--- src/rtl/fp_dl16_pkg.sv ---
// DLfloat16 (1s/6e/9m, bias 31) field widths, special exponent and field slicers.
// Latency: none, declarations and pure functions only.
// Backpressure: not applicable.
package fp_dl16_pkg;

    localparam int WORD_W  = 16;
    localparam int EXP_W   = 6;
    localparam int MANT_W  = 9;
    localparam int ALIGN_W = 13;
    localparam int BIAS    = 31;

    localparam logic [EXP_W-1:0] EXP_SPECIAL = 6'h3F;

    // Word layout is {sign, exp[5:0], mant[8:0]}.
    function automatic logic sign_of(input logic [WORD_W-1:0] x);
        return x[WORD_W-1];
    endfunction

    function automatic logic [EXP_W-1:0] exp_of(input logic [WORD_W-1:0] x);
        return x[WORD_W-2:MANT_W];
    endfunction

    function automatic logic [MANT_W-1:0] mant_of(input logic [WORD_W-1:0] x);
        return x[MANT_W-1:0];
    endfunction

endpackage

--- src/rtl/fp_sticky_rshift.sv ---
// Barrel right shift of an aligned mantissa; every bit shifted out is OR-ed into bit 0.
// Latency: combinational.
// Backpressure: none, pure function of its inputs.
module fp_sticky_rshift
    import fp_dl16_pkg::*;
(
    input  logic [ALIGN_W-1:0] in,
    input  logic [EXP_W-1:0]   amt,
    output logic [ALIGN_W-1:0] out
);

    logic [ALIGN_W-1:0] ones;
    logic [ALIGN_W-1:0] lost_mask;
    logic [ALIGN_W-1:0] shifted;

    // Shift, then fold the bits that fell off the bottom into the sticky position.
    always_comb begin
        ones      = '1;
        lost_mask = ~(ones << amt);
        shifted   = in >> amt;
        out       = shifted | {{(ALIGN_W-1){1'b0}}, |(in & lost_mask)};
        if (amt >= EXP_W'(ALIGN_W)) begin
            out = {{(ALIGN_W-1){1'b0}}, |in};
        end
    end

endmodule

--- src/rtl/fp_exp_align.sv ---
// DLfloat16 adder front end: exponent compare, operand swap, sticky alignment of small mantissa.
// Latency: 2 cycles from input acceptance to out_valid, 1 pair per cycle.
// Backpressure: in_ready drops only when both stages are full and out_ready is low.
module fp_exp_align
    import fp_dl16_pkg::*;
(
    input  logic                clk,
    input  logic                rst_n,
    input  logic                in_valid,
    output logic                in_ready,
    input  logic [WORD_W-1:0]   a_in,
    input  logic [WORD_W-1:0]   b_in,
    output logic                out_valid,
    input  logic                out_ready,
    output logic [EXP_W-1:0]    exp_out,
    output logic [ALIGN_W-1:0]  mant_big,
    output logic [ALIGN_W-1:0]  mant_small,
    output logic                sign_big,
    output logic                eff_sub,
    output logic                swapped,
    output logic                special
);

    // Stage 1 registers
    logic                s1_valid;
    logic [EXP_W-1:0]    s1_exp_big;
    logic [ALIGN_W-1:0]  s1_big_src;
    logic [ALIGN_W-1:0]  s1_small_src;
    logic [EXP_W-1:0]    s1_diff;
    logic                s1_sign_big;
    logic                s1_eff_sub;
    logic                s1_swapped;
    logic                s1_special;

    logic                s1_adv;

    // Stage 1 combinational datapath
    logic [EXP_W-1:0]    ea, eb;
    logic [EXP_W:0]      d7;
    logic                swap;
    logic [EXP_W-1:0]    diff;
    logic [WORD_W-1:0]   big_word, small_word;
    logic [ALIGN_W-1:0]  big_src, small_src;
    logic [ALIGN_W-1:0]  shifted_small;

    assign s1_adv   = !out_valid | out_ready;
    assign in_ready = !s1_valid | s1_adv;

    // Exponent difference via two's-complement add; carry-out clear means ea < eb.
    always_comb begin
        ea         = exp_of(a_in);
        eb         = exp_of(b_in);
        d7         = {1'b0, ea} + {1'b0, ~eb} + 7'd1;
        swap       = ~d7[EXP_W];
        diff       = swap ? (~d7[EXP_W-1:0] + 6'd1) : d7[EXP_W-1:0];
        big_word   = swap ? b_in : a_in;
        small_word = swap ? a_in : b_in;
        // Exponent 0 encodes zero (no subnormals), so the hidden bit is simply exp != 0.
        big_src    = {(exp_of(big_word)   != '0), mant_of(big_word),   3'b000};
        small_src  = {(exp_of(small_word) != '0), mant_of(small_word), 3'b000};
    end

    // Stage 1 register: capture swapped fields and shift amount when the slot is free.
    always_ff @(posedge clk or negedge rst_n) begin
        if (!rst_n) begin
            s1_valid     <= 1'b0;
            s1_exp_big   <= '0;
            s1_big_src   <= '0;
            s1_small_src <= '0;
            s1_diff      <= '0;
            s1_sign_big  <= 1'b0;
            s1_eff_sub   <= 1'b0;
            s1_swapped   <= 1'b0;
            s1_special   <= 1'b0;
        end else begin
            if (in_ready) begin
                s1_valid <= in_valid;
            end
            if (in_ready && in_valid) begin
                s1_exp_big   <= exp_of(big_word);
                s1_big_src   <= big_src;
                s1_small_src <= small_src;
                s1_diff      <= diff;
                s1_sign_big  <= sign_of(big_word);
                s1_eff_sub   <= sign_of(a_in) ^ sign_of(b_in);
                s1_swapped   <= swap;
                s1_special   <= (ea == EXP_SPECIAL) || (eb == EXP_SPECIAL);
            end
        end
    end

    fp_sticky_rshift u_rshift (
        .in  (s1_small_src),
        .amt (s1_diff),
        .out (shifted_small)
    );

    // Stage 2 register: aligned result; held while the consumer stalls.
    always_ff @(posedge clk or negedge rst_n) begin
        if (!rst_n) begin
            out_valid  <= 1'b0;
            exp_out    <= '0;
            mant_big   <= '0;
            mant_small <= '0;
            sign_big   <= 1'b0;
            eff_sub    <= 1'b0;
            swapped    <= 1'b0;
            special    <= 1'b0;
        end else begin
            if (s1_adv) begin
                out_valid <= s1_valid;
            end
            if (s1_adv && s1_valid) begin
                exp_out    <= s1_exp_big;
                mant_big   <= s1_big_src;
                mant_small <= shifted_small;
                sign_big   <= s1_sign_big;
                eff_sub    <= s1_eff_sub;
                swapped    <= s1_swapped;
                special    <= s1_special;
            end
        end
    end

endmodule
--- config.mk ---
export PLATFORM = sky130hd
export DESIGN_NAME = fp_exp_align
export DESIGN_NICKNAME = d
export VERILOG_FILES = /design/src/rtl/fp_dl16_pkg.sv /design/src/rtl/fp_sticky_rshift.sv /design/src/rtl/fp_exp_align.sv
export SDC_FILE = /design/constraint.sdc
export NUM_CORES = 1
export LEC_CHECK = 0
export ABC_AREA = 1
export BUFFER_PORTS_ARGS = -buffer_cell sky130_fd_sc_hd__buf_2
export CAP_MARGIN = 20
export CELL_PAD_IN_SITES_DETAIL_PLACEMENT = 1
export CELL_PAD_IN_SITES_GLOBAL_PLACEMENT = 1
export CORE_MARGIN = 5
export CORE_UTILIZATION = 39
export CTS_BUF_LIST = sky130_fd_sc_hd__clkbuf_4 sky130_fd_sc_hd__clkbuf_8
export CTS_CLUSTER_DIAMETER = 80
export DETAILED_ROUTE_END_ITERATION = 10
export PLACE_DENSITY = 0.75
export SYNTH_ARGS = -nofsm -noshare
export SYNTH_HDL_FRONTEND = slang
export SYNTH_SLANG_ARGS = --single-unit
--- constraint.sdc ---
create_clock -name clk -period 2.1 [get_ports clk]
set_clock_uncertainty 0.05 [all_clocks]
set_input_delay 0.42 -clock clk [delete_from_list [all_inputs] [get_ports clk]]
set_output_delay 0.42 -clock clk [all_outputs]
set_load 0.01 [all_outputs]
==> Yosys cells after proc, flatten, opt, wreduce, memory -nomap -nowiden <==
Index checks and enable logic that the tools add are counted.
{ "word_totals": {"ff_bits": 71, "input_bits": 36, "out_inout_bits": 38} }
{ "op_classes": {"addsub": 3, "magnitude_cmp": 1, "eq_ne": 2, "n_shift": 2, "n_mux": 4, "n_bitwise": 9, "reduce_logical": 9} }
{ "op_table": {"columns": ["op", "n"], "rows": [
  ["2-to-1 mux 16 bit", 1],
  ["2-to-1 mux 15 bit", 1],
  ["AND 13 bit", 1],
  ["2-to-1 mux 13 bit", 1],
  ["inverter 13 bit", 1],
  ["OR 13 x 1 -> 13 bit", 1],
  ["OR reduction 13 bit", 1],
  ["left shift 13 x 6 -> 13 bit (first input constant)", 1],
  [">> shifter 13 x 6 -> 13 bit", 1],
  ["equality test 6 bit (second input constant)", 2],
  ["inverter 6 bit", 2],
  ["nonzero test 6 bit", 2],
  ["OR reduction 10 bit", 1],
  ["adder 6 x 6 -> 7 bit", 1],
  ["adder 7 x 1 -> 7 bit (second input constant)", 1],
  ["adder 6 x 1 -> 6 bit (second input constant)", 1],
  ["greater-or-equal comparator 6 x 4 -> 1 bit (second input constant)", 1],
  ["2-to-1 mux 6 bit", 1],
  ["logical AND 1 bit", 2],
  ["logical NOT 1 bit", 2],
  ["OR 1 bit", 2],
  ["logical OR 1 bit", 1],
  ["inverter 1 bit", 1],
  ["XOR 1 bit", 1]
]} }

==> Depth between registers and ports, before layout <==
Gate-level depths: netlist of run 1.
{ "logic_depth": {"depth_word": 6, "ltp_mapped": 14} }

==> Modules after synthesis <==
From an unflattened synthesis of run 1, not the netlist that was laid out.
{ "unflattened": {"hier_cells": 559, "hier_area_um2": 4237.8} }
{ "by_module_without_submodules": {"columns": ["mod", "instances", "cells_per_inst", "area_each_um2", "seq_area_each_um2"], "rows": [
  ["fp_exp_align", 1, 381, 3393.3, 1776.7],
  ["fp_sticky_rshift", 1, 178, 844.6, 0.0]
]} }

==> Least setup slack after synthesis of run 1 <==
No wires, ideal clock.
{ "synth_timing": {"path_kind": "in2reg", "startpoint": "input port a_in[9]", "endpoint": "register s1_big_src[12]", "setup_time_ns": 0.117, "t_arrival_ns": 1.821, "required_ns": 1.933, "slack_ns": 0.112, "path_stages": 13, "cell_sequence": "inv_1 -> ha_1 -> inv_1 -> fa_1 -> inv_1 -> nor3_2 -> nor2_2 -> buf_6 -> nand2_1 -> nand2_1 -> nand3_1 -> nor2_1 -> nor2_1"} }
{ "synth_via": {"elab_chain_cells": 4} }
{ "synth_lines": {"columns": ["item", "line", "text"], "rows": [
  ["start: declaration", "fp_exp_align.sv:11", "input logic [WORD_W-1:0] a_in,"],
  ["adder 6 x 6 -> 7 bit", "fp_exp_align.sv:53", "d7 = {1'b0, ea} + {1'b0, ~eb} + 7'd1;"],
  ["adder 7 x 1 -> 7 bit", "fp_exp_align.sv:53", null],
  ["2-to-1 mux 16 bit (*)", "fp_exp_align.sv:56", "big_word = swap ? b_in : a_in;"],
  ["nonzero test 6 bit (*)", "fp_exp_align.sv:59", "big_src = {(exp_of(big_word) != '0), mant_of(big_word), 3'b000};"],
  ["end signal: assignment", "fp_exp_align.sv:81", "s1_big_src <= big_src;"],
  ["end: declaration", "fp_exp_align.sv:27", "logic [ALIGN_W-1:0] s1_big_src;"]
]} }
Every way passes the cells marked *; elsewhere a longest branch is shown, timed or not.
A chain may end at the register's enable or synchronous reset.

==> Worst setup path in the final report of run 1 <==
{ "layout_timing": {"startpoint": "input port a_in[9]", "endpoint": "register s1_diff[3]"} }
{ "layout_via": {"elab_chain_cells": 5} }
{ "layout_lines": {"columns": ["item", "line", "text"], "rows": [
  ["adder 6 x 6 -> 7 bit (*)", "fp_exp_align.sv:53", null],
  ["adder 7 x 1 -> 7 bit (*)", "fp_exp_align.sv:53", null],
  ["inverter 6 bit", "fp_exp_align.sv:55", "diff = swap ? (~d7[EXP_W-1:0] + 6'd1) : d7[EXP_W-1:0];"],
  ["adder 6 x 1 -> 6 bit", "fp_exp_align.sv:55", null],
  ["2-to-1 mux 6 bit (*)", "fp_exp_align.sv:55", null],
  ["end signal: assignment", "fp_exp_align.sv:83", "s1_diff <= diff;"],
  ["end: declaration", "fp_exp_align.sv:29", "logic [EXP_W-1:0] s1_diff;"]
]} }
Marked as above.

==> run metrics, run 1 <==
top cells by area, synth=dfrtp_1 44%, nand2_1 14%, o21ai_0 5.4%, nand3_1 5.1%, inv_1 4.5%; crit path to=s1_diff[3]; share of flip-flops with an asynchronous set or reset=100.0%; P&R area growth vs syn=19.94%; flops & latches, synth=71; first-pass iteration count of the detailed router=4; post-synth cell types=41; Detailed Route WL=11470 um; fill count=1308; Setup Buffers After CTS=0; cell row count=37; crit end category=register; PortBufs=70; CTS tree=built; Finished Core Util=a little under half; outcome=finished, final reports clean; first-pass GRT wire length=between 15000 and 20000 um; Antenna Cells=0; CP peak stage delay=0.42 ns; vias per cell=5.131; CP startpoint=a_in[9]; worst skew pair latency=0.36 ns; max cap viols=0; Syn Std Cell Area=3998 um^2; largest net degree at the start of global routing=47; RSZ-0062 raised after global routing=no; Crit path depth=11; reg2reg path depth=8; Final Hold Fails=0; RR Startpoint=s1_diff[0]; Synth Warn #=0; worst min path class=in -> async; reg2reg end=mant_small[0]; WL per Instance=~15 um; io pins=74; worst path cell trace=buf_2 > inv_1 > ha_1 > inv_1 > fa_1 > buf_4 > xor2_1 > nor2_1 > nor2_1 > xor2_1 > o21ai_1; Final setup viols=0; placer congestion estimate=0.9112; commonest non-fill, non-tap cell in the layout=nand2_1; # H-tree levels=3; worst path bufs/invs=4; 1st-iter DRT viols=103; cells after synthesis=529; largest area contributor in the netlist=dfrtp_1; clock sinks=slightly above 70; Post-synth top flop=dfrtp_1; root buf cell=clkbuf_8; Worst-Margin Slew=0.6199 ns; Power Dens Cells=roughly 950 nW/um^2; layout cells sized above 1=22.42%; Initial Utilization=39.43%; PostCTS Resize Cnt=0; EDFF count, synth=0; sequential share of the synthesized area=approximately 44%; Vias=around 3900; Slew Viols, Final=0; leakage=2.518 nW; initial antenna violation count=0; syn_area_per_cell=around 7.6 um^2; detailed-route DRC error count=0; clk slew on worst S/H paths=0.07 ns; chip width=around 110 um; fin crit share=93.27%; number of global-route vias before repair=4182; GRT Total Usage=19.54%; Die Ht=111.2 um; Slowest-stage cell, CP=fa_1; Worst IR Drop VDD=365.2 uV; hold buffer count at CTS=0; Crit path required time=around 2.3 ns; Worst Path Max Fanout=3; layout net count=660; commonest non-fill, non-tap cells in the layout=151 x nand2_1, 71 x dfrtp_1, 70 x buf_2; gr ovfl total=0; CTS Buffer Depth=2; r2r setup slk=0.39 ns; Slew headroom=58.67%; Post-DP HPWL=8961 um; CTS Buf Count=9; Worst Setup Start Kind=primary input; Hold WS=0.02203 ns; Tmin final=1.959 ns; Die ar.=12380 um^2; Worst Setup Path Type=in -> reg; highest clock rate=a little over 500 MHz; ANT nets after route=0; core area=10140 um^2; share of the synthesized area in the top cell type=approximately 44%; delay-heaviest family, CP=adder cells; Arr. time, crit path=2.14 ns
registers in the layout, summed over array words and instances (netlist names), 6 cells and up:
signal and cells:
s1_big_src 10, exp_out 6, s1_small_src 10, s1_exp_big 6, mant_big 10, s1_diff 6, mant_small 13
report_power, final:
part / total, W / internal (W) / leakage (nW) / switching, W
clock network: 0.000973 / 0.000461 / 0.0884 / 0.000511
registers: 0.00192 / 0.00169 / 0.875 / 0.000228
logic: 0.00166 / 0.000627 / 1.55 / 0.00103
per-layer routing:
layer,part of all wire (%),vias up,track usage (%)
li1,-,1892,-
met1,42,1889,22.95
met2,52,73,35.18
met3,3.3,25,2.511
met4,2.7,0,9.084
met5,0,-,0
layout make-up:
type	instances	area, um^2	share of cell area [%]
Clock inverter	4	22.52	0.4697
Sequential cell	71	1777	37.06
Clock buffer	11	145.1	3.027
Multi-Input combinational cell	378	1853	38.65
Inverter	55	206.4	4.306
Tap cell	136	170.2	3.549
Timing Repair Buffer	101	620.6	12.94
worst reg2reg max path: stages, from the launching register on:
cell     delay (ns)
dfrtp_1        0.64
inv_2          0.19
nand2_1        0.15
nand3_1        0.11
a21o_1         0.18
o21ai_0        0.13
inv_1          0.05
nand2_1        0.06
nand2_1        0.04
cells by family after synthesis:
| family | Yosys count | synth area share (%) |
|---|---|---|
| and+or+nand+nor | 261 | 28.42 |
| adders and majority gates | 8 | 2.692 |
| AOI/OAI and AO/OA | 102 | 14.09 |
| xor gates and xnor gates | 4 | 0.8765 |
| other | 1 | 0.09381 |
| DFF | 71 | 44.44 |
| buffers and inverters | 82 | 9.389 |
worst min path at each step:
| stage | cells after the start | endpoint | slack [ns] | from |
|---|---|---|---|---|
| after floorplan | 0 | eff_sub | 0.07 | rst_n |
| after global placement | 2 | swapped | 0.40 | s1_swapped |
| after detailed placement | 1 | s1_big_src[7] | 0.41 | rst_n |
| after CTS | 1 | s1_big_src[7] | 0.02 | rst_n |
| after global routing | 1 | s1_small_src[7] | 0.06 | rst_n |
| final | 1 | s1_big_src[7] | 0.02 | rst_n |
metrics by stage:
| stage | power [W] | TNS [ns] | setup WS, ns | cell area [um^2] | cells |
|---|---|---|---|---|---|
| floorplan | 0.002980 | 0 | 0.1116 | 4005 | 531 |
| global placement | 0.003565 | -1.240 | -0.1241 | 4627 | 741 |
| detailed placement | 0.003629 | -3.669 | -0.2321 | 4627 | 741 |
| CTS | 0.004616 | 0 | 0.1521 | 4795 | 756 |
| global route | 0.004918 | 0 | 0.002853 | 4795 | 756 |
| finish | 0.004552 | 0 | 0.1414 | 4795 | 756 |
cell usage after synthesis (2+ instances only):
cell,n
nand2_4,2
nor4_1,2
buf_4,4
ha_1,7
clkbuf_1,9
a21oi_1,18
nand3_1,41
inv_1,48
o21ai_0,43
o22ai_1,15
xor2_1,3
nand2_1,151
buf_2,5
inv_2,5
nand2_2,4
nand3b_1,3
nor2_1,40
o21ai_1,15
clkinv_1,2
buf_6,6
dfrtp_1,71
a22o_1,2
a21oi_2,2
o211ai_1,3
nand4_1,7
nand3_2,3
nor2_2,3
buf_1,2
(Power assumes the default switching activity.)
==> run 2, diff against run 1 <==
--- a/config.mk
+++ b/config.mk
@@ -15,7 +15,7 @@
 export CTS_BUF_LIST = sky130_fd_sc_hd__clkbuf_4 sky130_fd_sc_hd__clkbuf_8
 export CTS_CLUSTER_DIAMETER = 80
 export DETAILED_ROUTE_END_ITERATION = 10
-export PLACE_DENSITY = 0.75
+export PLACE_DENSITY_LB_ADDON = 0.1
 export SYNTH_ARGS = -nofsm -noshare
 export SYNTH_HDL_FRONTEND = slang
 export SYNTH_SLANG_ARGS = --single-unit
==> constraint.sdc (replaced) <==
create_clock -name clk -period 2.15 [get_ports clk]
set_clock_uncertainty 0.05 [all_clocks]
set_input_delay 0.43 -clock clk [delete_from_list [all_inputs] [get_ports clk]]
set_output_delay 0.43 -clock clk [all_outputs]
set_load 0.01 [all_outputs]
==> run metrics, run 2 (synthesis gave the netlist of run 1 again) <==
Tmin final=1.925 ns; WL per Instance=15.11 um (-0.42%); clock sinks=71 (unchanged); switching power=0.001756 W (-1.0%); number of global-route vias before repair=4125 (-1.4%); Worst IR Drop VDD=331.5 uV (-9.2%); Worst Setup Start Kind=primary input; switching part of the total=37.35% (-1.6 points); Final setup viols=0 (unchanged); CP startpoint=a_in[9]; Slew Viols, Final=0 (unchanged); PortBufs=70 (unchanged); placer congestion estimate=0.8753 (-3.9%); Crit path required time=2.35 ns (+0.07 ns); ANT nets after route=0 (unchanged); chip width=111.2 um (unchanged); largest net degree at the start of global routing=47 (unchanged); Arr. time, crit path=2.12 ns (-0.02 ns); Slew headroom=65.87% (+7.2 points); commonest non-fill, non-tap cell in the layout=nand2_1; final worst setup slack=0.2249 ns (+0.08344 ns); Post-DP HPWL=8835 um (-1.4%); share of power burned in registers=40.0% (-2.1 points); RSZ-0062 raised after global routing=no; highest clock rate=519.4 MHz; cell-internal power=0.002946 W (+6.1%); outcome=finished, final reports clean; Antenna Cells=0 (unchanged); Reg with most FFs=mant_small; Worst Path Max Fanout=3 (unchanged); RR Startpoint=s1_diff[1]; Largest register FFs=13 (unchanged); initial antenna violation count=0 (unchanged); Detailed Route WL=11390 um (-0.68%); max cap viols=0 (unchanged); register area=1777 um^2 (unchanged); 1st-iter DRT viols=127 (+23%); dpl cells=737 (-0.54%); first-pass GRT wire length=19570 um (-1.9%); leakage=2.528 nW (+0.38%); pre-CTS setup slack=-0.1428 ns (+0.08937 ns); commonest non-fill, non-tap cells in the layout=151 x nand2_1, 71 x dfrtp_1, 70 x buf_2; reg2reg end=mant_small[7]; CTS Buf Count=9 (unchanged); worst min path class=in -> reg; Worst Setup Path Type=in -> reg; crit path to=s1_diff[5]; fill count=1307 (-0.076%); Die ar.=12380 um^2 (unchanged); Die Ht=111.2 um (unchanged); worst skew pair latency=0.35 ns (about the same); Overall Power=0.004703 W (+3.3%); r2r setup slk=0.33 ns (-0.06 ns); clk slew on worst S/H paths=0.08 ns (about the same); reg2reg path depth=7 (-1); io pins=74 (unchanged); CTS tree=built; first-pass iteration count of the detailed router=4 (unchanged); core area=10140 um^2 (unchanged); detailed-route DRC error count=0 (unchanged); Initial Utilization=39.43% (unchanged); layout cells sized above 1=22.01% (-0.41 points); P&R area growth vs syn=20.91%; Finished Core Util=47.67% (+0.38 points); root buf cell=clkbuf_8; fin crit share=89.54%; layout net count=657 (-0.45%); Worst-Margin Slew=0.5119 ns (-0.1080 ns); Final Hold Fails=0 (unchanged); Setup Buffers After CTS=0 (unchanged); Power Dens Cells=973.0 nW/um^2 (+2.5%); vias per cell=5.004 (-2.5%); crit end category=register; GRT Total Usage=19.14% (-0.40 points); CTS Buffer Depth=2 (unchanged); Vias=3773 (-2.7%); Clk pwr share=26.1% (+4.7 points); fin cells=754 (-0.26%); gr ovfl total=0 (unchanged); # H-tree levels=3 (unchanged); cell row count=37 (unchanged); area of the multi-input gates=1853 um^2 (unchanged); Comb pwr share=33.9% (-2.6 points)
==> run 2: cell count changes in the layout (fill, tap and decap cells not counted), sizes merged <==
cell,change
buf,-4
bufinv,+2
clkinv,-1
dlygate4sd3,+1
==> run 2: cell type report <==
| class | instances | share of cell area [%] |
|---|---|---|
| clock inverter | 5 | 1.683 |
| timing repair buffer | 98 | 12.43 |
| tap | 136 | 3.521 |
| clock buffer | 11 | 3.003 |
| inverter | 55 | 4.271 |
| multi-input combinational | 378 | 38.34 |
| sequential | 71 | 36.76 |
==> run 2: metrics by stage <==
| step | instance area [um^2] | hold WS (ns) | setup TNS (ns) |
|---|---|---|---|
| after floorplan | 4005 | 0.08441 | 0 |
| after global placement | 4597 | 0.3831 | -0.1388 |
| after detailed placement | 4597 | 0.3810 | -1.855 |
| after CTS | 4833 | 0.2691 | 0 |
| after global routing | 4833 | 0.2878 | 0 |
| final | 4833 | 0.2833 | 0 |
==> run 2: how the worst min path moves through the flow <==
stage / from / slack, ns / cells after the start / end
detailed placement: rst_n / 0.38 / 1 / mant_big[11]
finish: a_in[3] / 0.28 / 3 / s1_small_src[6]
CTS: a_in[3] / 0.27 / 3 / s1_small_src[6]
global route: a_in[3] / 0.29 / 3 / s1_small_src[6]
floorplan: rst_n / 0.08 / 0 / eff_sub
global placement: rst_n / 0.38 / 1 / mant_big[11]
==> run 2: critical path: stages <==
cell and delay [ns]:
buf_2 0.11, inv_1 0.07, ha_1 0.14, inv_1 0.06
fa_1 0.42, buf_4 0.17, xor2_1 0.18, nor2_1 0.14
nand3_1 0.13, nand2_1 0.10, nand2_1 0.06, nand3_1 0.06
nand2_1 0.05
==> run 2: timing repair <==
action / CTS / global route
gates resized for setup: 0 / 0
hold endpoints to repair: 18 / 0
hold buffers: 1 / 0
==> run 2: routing by layer <==
layer / vias up / share of wire (%) / track usage (%)
met2: 49 / 52 / 34.54
met3: 17 / 2.6 / 2.293
met4: 0 / 1.7 / 7.461
met5: - / 0 / 0
li1: 1879 / - / -
met1: 1828 / 44 / 23.12
==> run 2: power groups by stage <==
stage	registers [W]	clock network (W)	logic, W
2_1_floorplan	0.00192	0	0.000988
3_3_place_gp	0.00189	0	0.00158
3_5_place_dp	0.00191	0	0.00162
4_1_cts	0.00188	0.00126	0.00163
5_1_grt	0.00193	0.00132	0.00181
6_report	0.00188	0.00123	0.00159
==> run 3, diff against run 2 <==
==> constraint.sdc (replaced) <==
create_clock -name clk -period 2.15 [get_ports clk]
set_clock_uncertainty 0.05 [all_clocks]
set_input_delay 0.3225 -clock clk [delete_from_list [all_inputs] [get_ports clk]]
set_output_delay 0.3225 -clock clk [all_outputs]
set_load 0.01 [all_outputs]
==> run metrics, run 3 (synthesis gave the netlist of run 1 again) <==
clock sinks=71 (unchanged); CTS Buf Count=9 (unchanged); Setup Buffers After CTS=0 (unchanged); # H-tree levels=3 (unchanged); ANT nets after route=0 (unchanged); outcome=finished, final reports clean; fill count=1318 (+0.84%); P&R area growth vs syn=18.56%; layout net count=646 (-1.7%); Detailed Route WL=11220 um (-1.5%); commonest non-fill, non-tap cell in the layout=nand2_1; RSZ-0062 raised after global routing=no; Reg with most FFs=mant_small; Post-DP Area=4514 um^2 (-1.8%); io pins=74 (unchanged); Worst Setup Start Kind=register; Tmin final=1.835 ns (-0.09004 ns); Slew Viols, Final=0 (unchanged); largest net degree at the start of global routing=47 (unchanged); chip width=111.2 um (unchanged); Vias=3740 (-0.87%); CTS Buffer Depth=2 (unchanged); Worst Setup Path Type=reg -> reg; Die Ht=111.2 um (unchanged); cell row count=37 (unchanged); commonest non-fill, non-tap cells in the layout=151 x nand2_1, 71 x dfrtp_1, 70 x buf_2; worst min path class=in -> reg; first-pass GRT wire length=19080 um (-2.5%); Finished Core Util=46.75% (-0.93 points); Slew headroom=63.56% (-2.3 points); Final Hold Fails=0 (unchanged); vias per cell=5.040 (+0.73%); Initial Utilization=39.43% (unchanged); Power Dens Cells=974.1 nW/um^2 (+0.12%); layout cells sized above 1=20.46% (-1.5 points); WL per Instance=15.12 um (about the same); max cap viols=0 (unchanged); Largest register FFs=13 (unchanged); fin crit share=85.35% (-4.2 points); Final Cell Area=4740 um^2 (-1.9%); Final setup viols=0 (unchanged); crit end category=register; Worst IR Drop VDD=290.1 uV (-13%); TNS Setup=0 ns (unchanged); GRT Total Usage=18.86% (-0.29 points); PostCTS Resize Cnt=0 (unchanged); leakage=2.463 nW (-2.6%); PortBufs=70 (unchanged); Post-DP HPWL=8623 um (-2.4%); highest clock rate=544.9 MHz (+4.9%); CTS tree=built; Crit path required time=2.38 ns (+0.03 ns); placer congestion estimate=0.8960 (+2.4%); hold buffer count at CTS=1 (unchanged); core area=10140 um^2 (unchanged); pre-CTS setup slack=-0.01871 ns (+0.1240 ns); root buf cell=clkbuf_8; worst skew pair latency=0.36 ns (about the same); Worst Path Max Fanout=12 (+9); gr ovfl total=0 (unchanged); clk slew on worst S/H paths=0.08 ns (about the same); Die ar.=12380 um^2 (unchanged); number of global-route vias before repair=3982 (-3.5%); first-pass iteration count of the detailed router=4 (unchanged); detailed-route DRC error count=0 (unchanged); Antenna Cells=0 (unchanged); initial antenna violation count=0 (unchanged); Arr. time, crit path=2.06 ns (-0.06 ns); 1st-iter DRT viols=132 (+3.9%); final worst setup slack=0.3149 ns (+0.09004 ns); Worst-Margin Slew=0.5465 ns (+0.03467 ns)
-- run 3: final timing paths --
check,startpoint,endpoint,slack [ns],cells past startpoint
worst max register to register,s1_diff[1],mant_small[7],0.31,7
worst min-delay path,a_in[3],s1_small_src[6],0.17,3
min in group asynchronous,rst_n,s1_sign_big,0.43,2
worst max-delay path,s1_diff[1],mant_small[7],0.31,7
worst min register to register,s1_diff[4],s1_diff[4],0.42,2
max in group asynchronous,rst_n,s1_big_src[12],0.84,3
-- run 3: metrics by stage --
stage	instances	hold slack, ns	power (W)
CTS	742	0.1585	0.004684
global placement	726	0.2923	0.003440
detailed placement	726	0.2988	0.003483
floorplan	531	-0.02309	0.002910
finish	742	0.1746	0.004617
global route	742	0.1668	0.004980
-- run 3: power by group --
part / internal [W] / total [W] / switching (W)
Clock: 0.000662 / 0.00118 / 0.000521
Combinational: 0.000570 / 0.00153 / 0.000962
Sequential: 0.00165 / 0.00190 / 0.000253
Total: 0.00288 / 0.00462 / 0.00174
-- run 3: area by class of cell --
cell class,instances,area (um^2),share of cell area [%]
well taps,136,170.2,3.590
flip-flops and latches,71,1777,37.49
multi-input cells,378,1853,39.10
inverters,55,206.4,4.356
clock buffers,10,131.4,2.772
clock inverters,5,83.83,1.769
repair buffers,87,518.0,10.93
-- run 3: metal layers --
metal / routed length [um] / global-route usage (%) / vias up
met3: 308 / 3.330 / 6
li1: - / - / 1862
met4: 99 / 5.758 / 0
met5: 0 / 0 / -
met2: 5910 / 33.98 / 52
met1: 4902 / 22.81 / 1820
-- run 3: worst max-delay path, stage by stage, from the launching register on --
cell,delay (ns)
dfrtp_1,0.51
inv_1,0.34
nand2_1,0.12
nand3_1,0.13
nand3_2,0.18
nor2_4,0.18
o21ai_0,0.12
o21ai_1,0.13
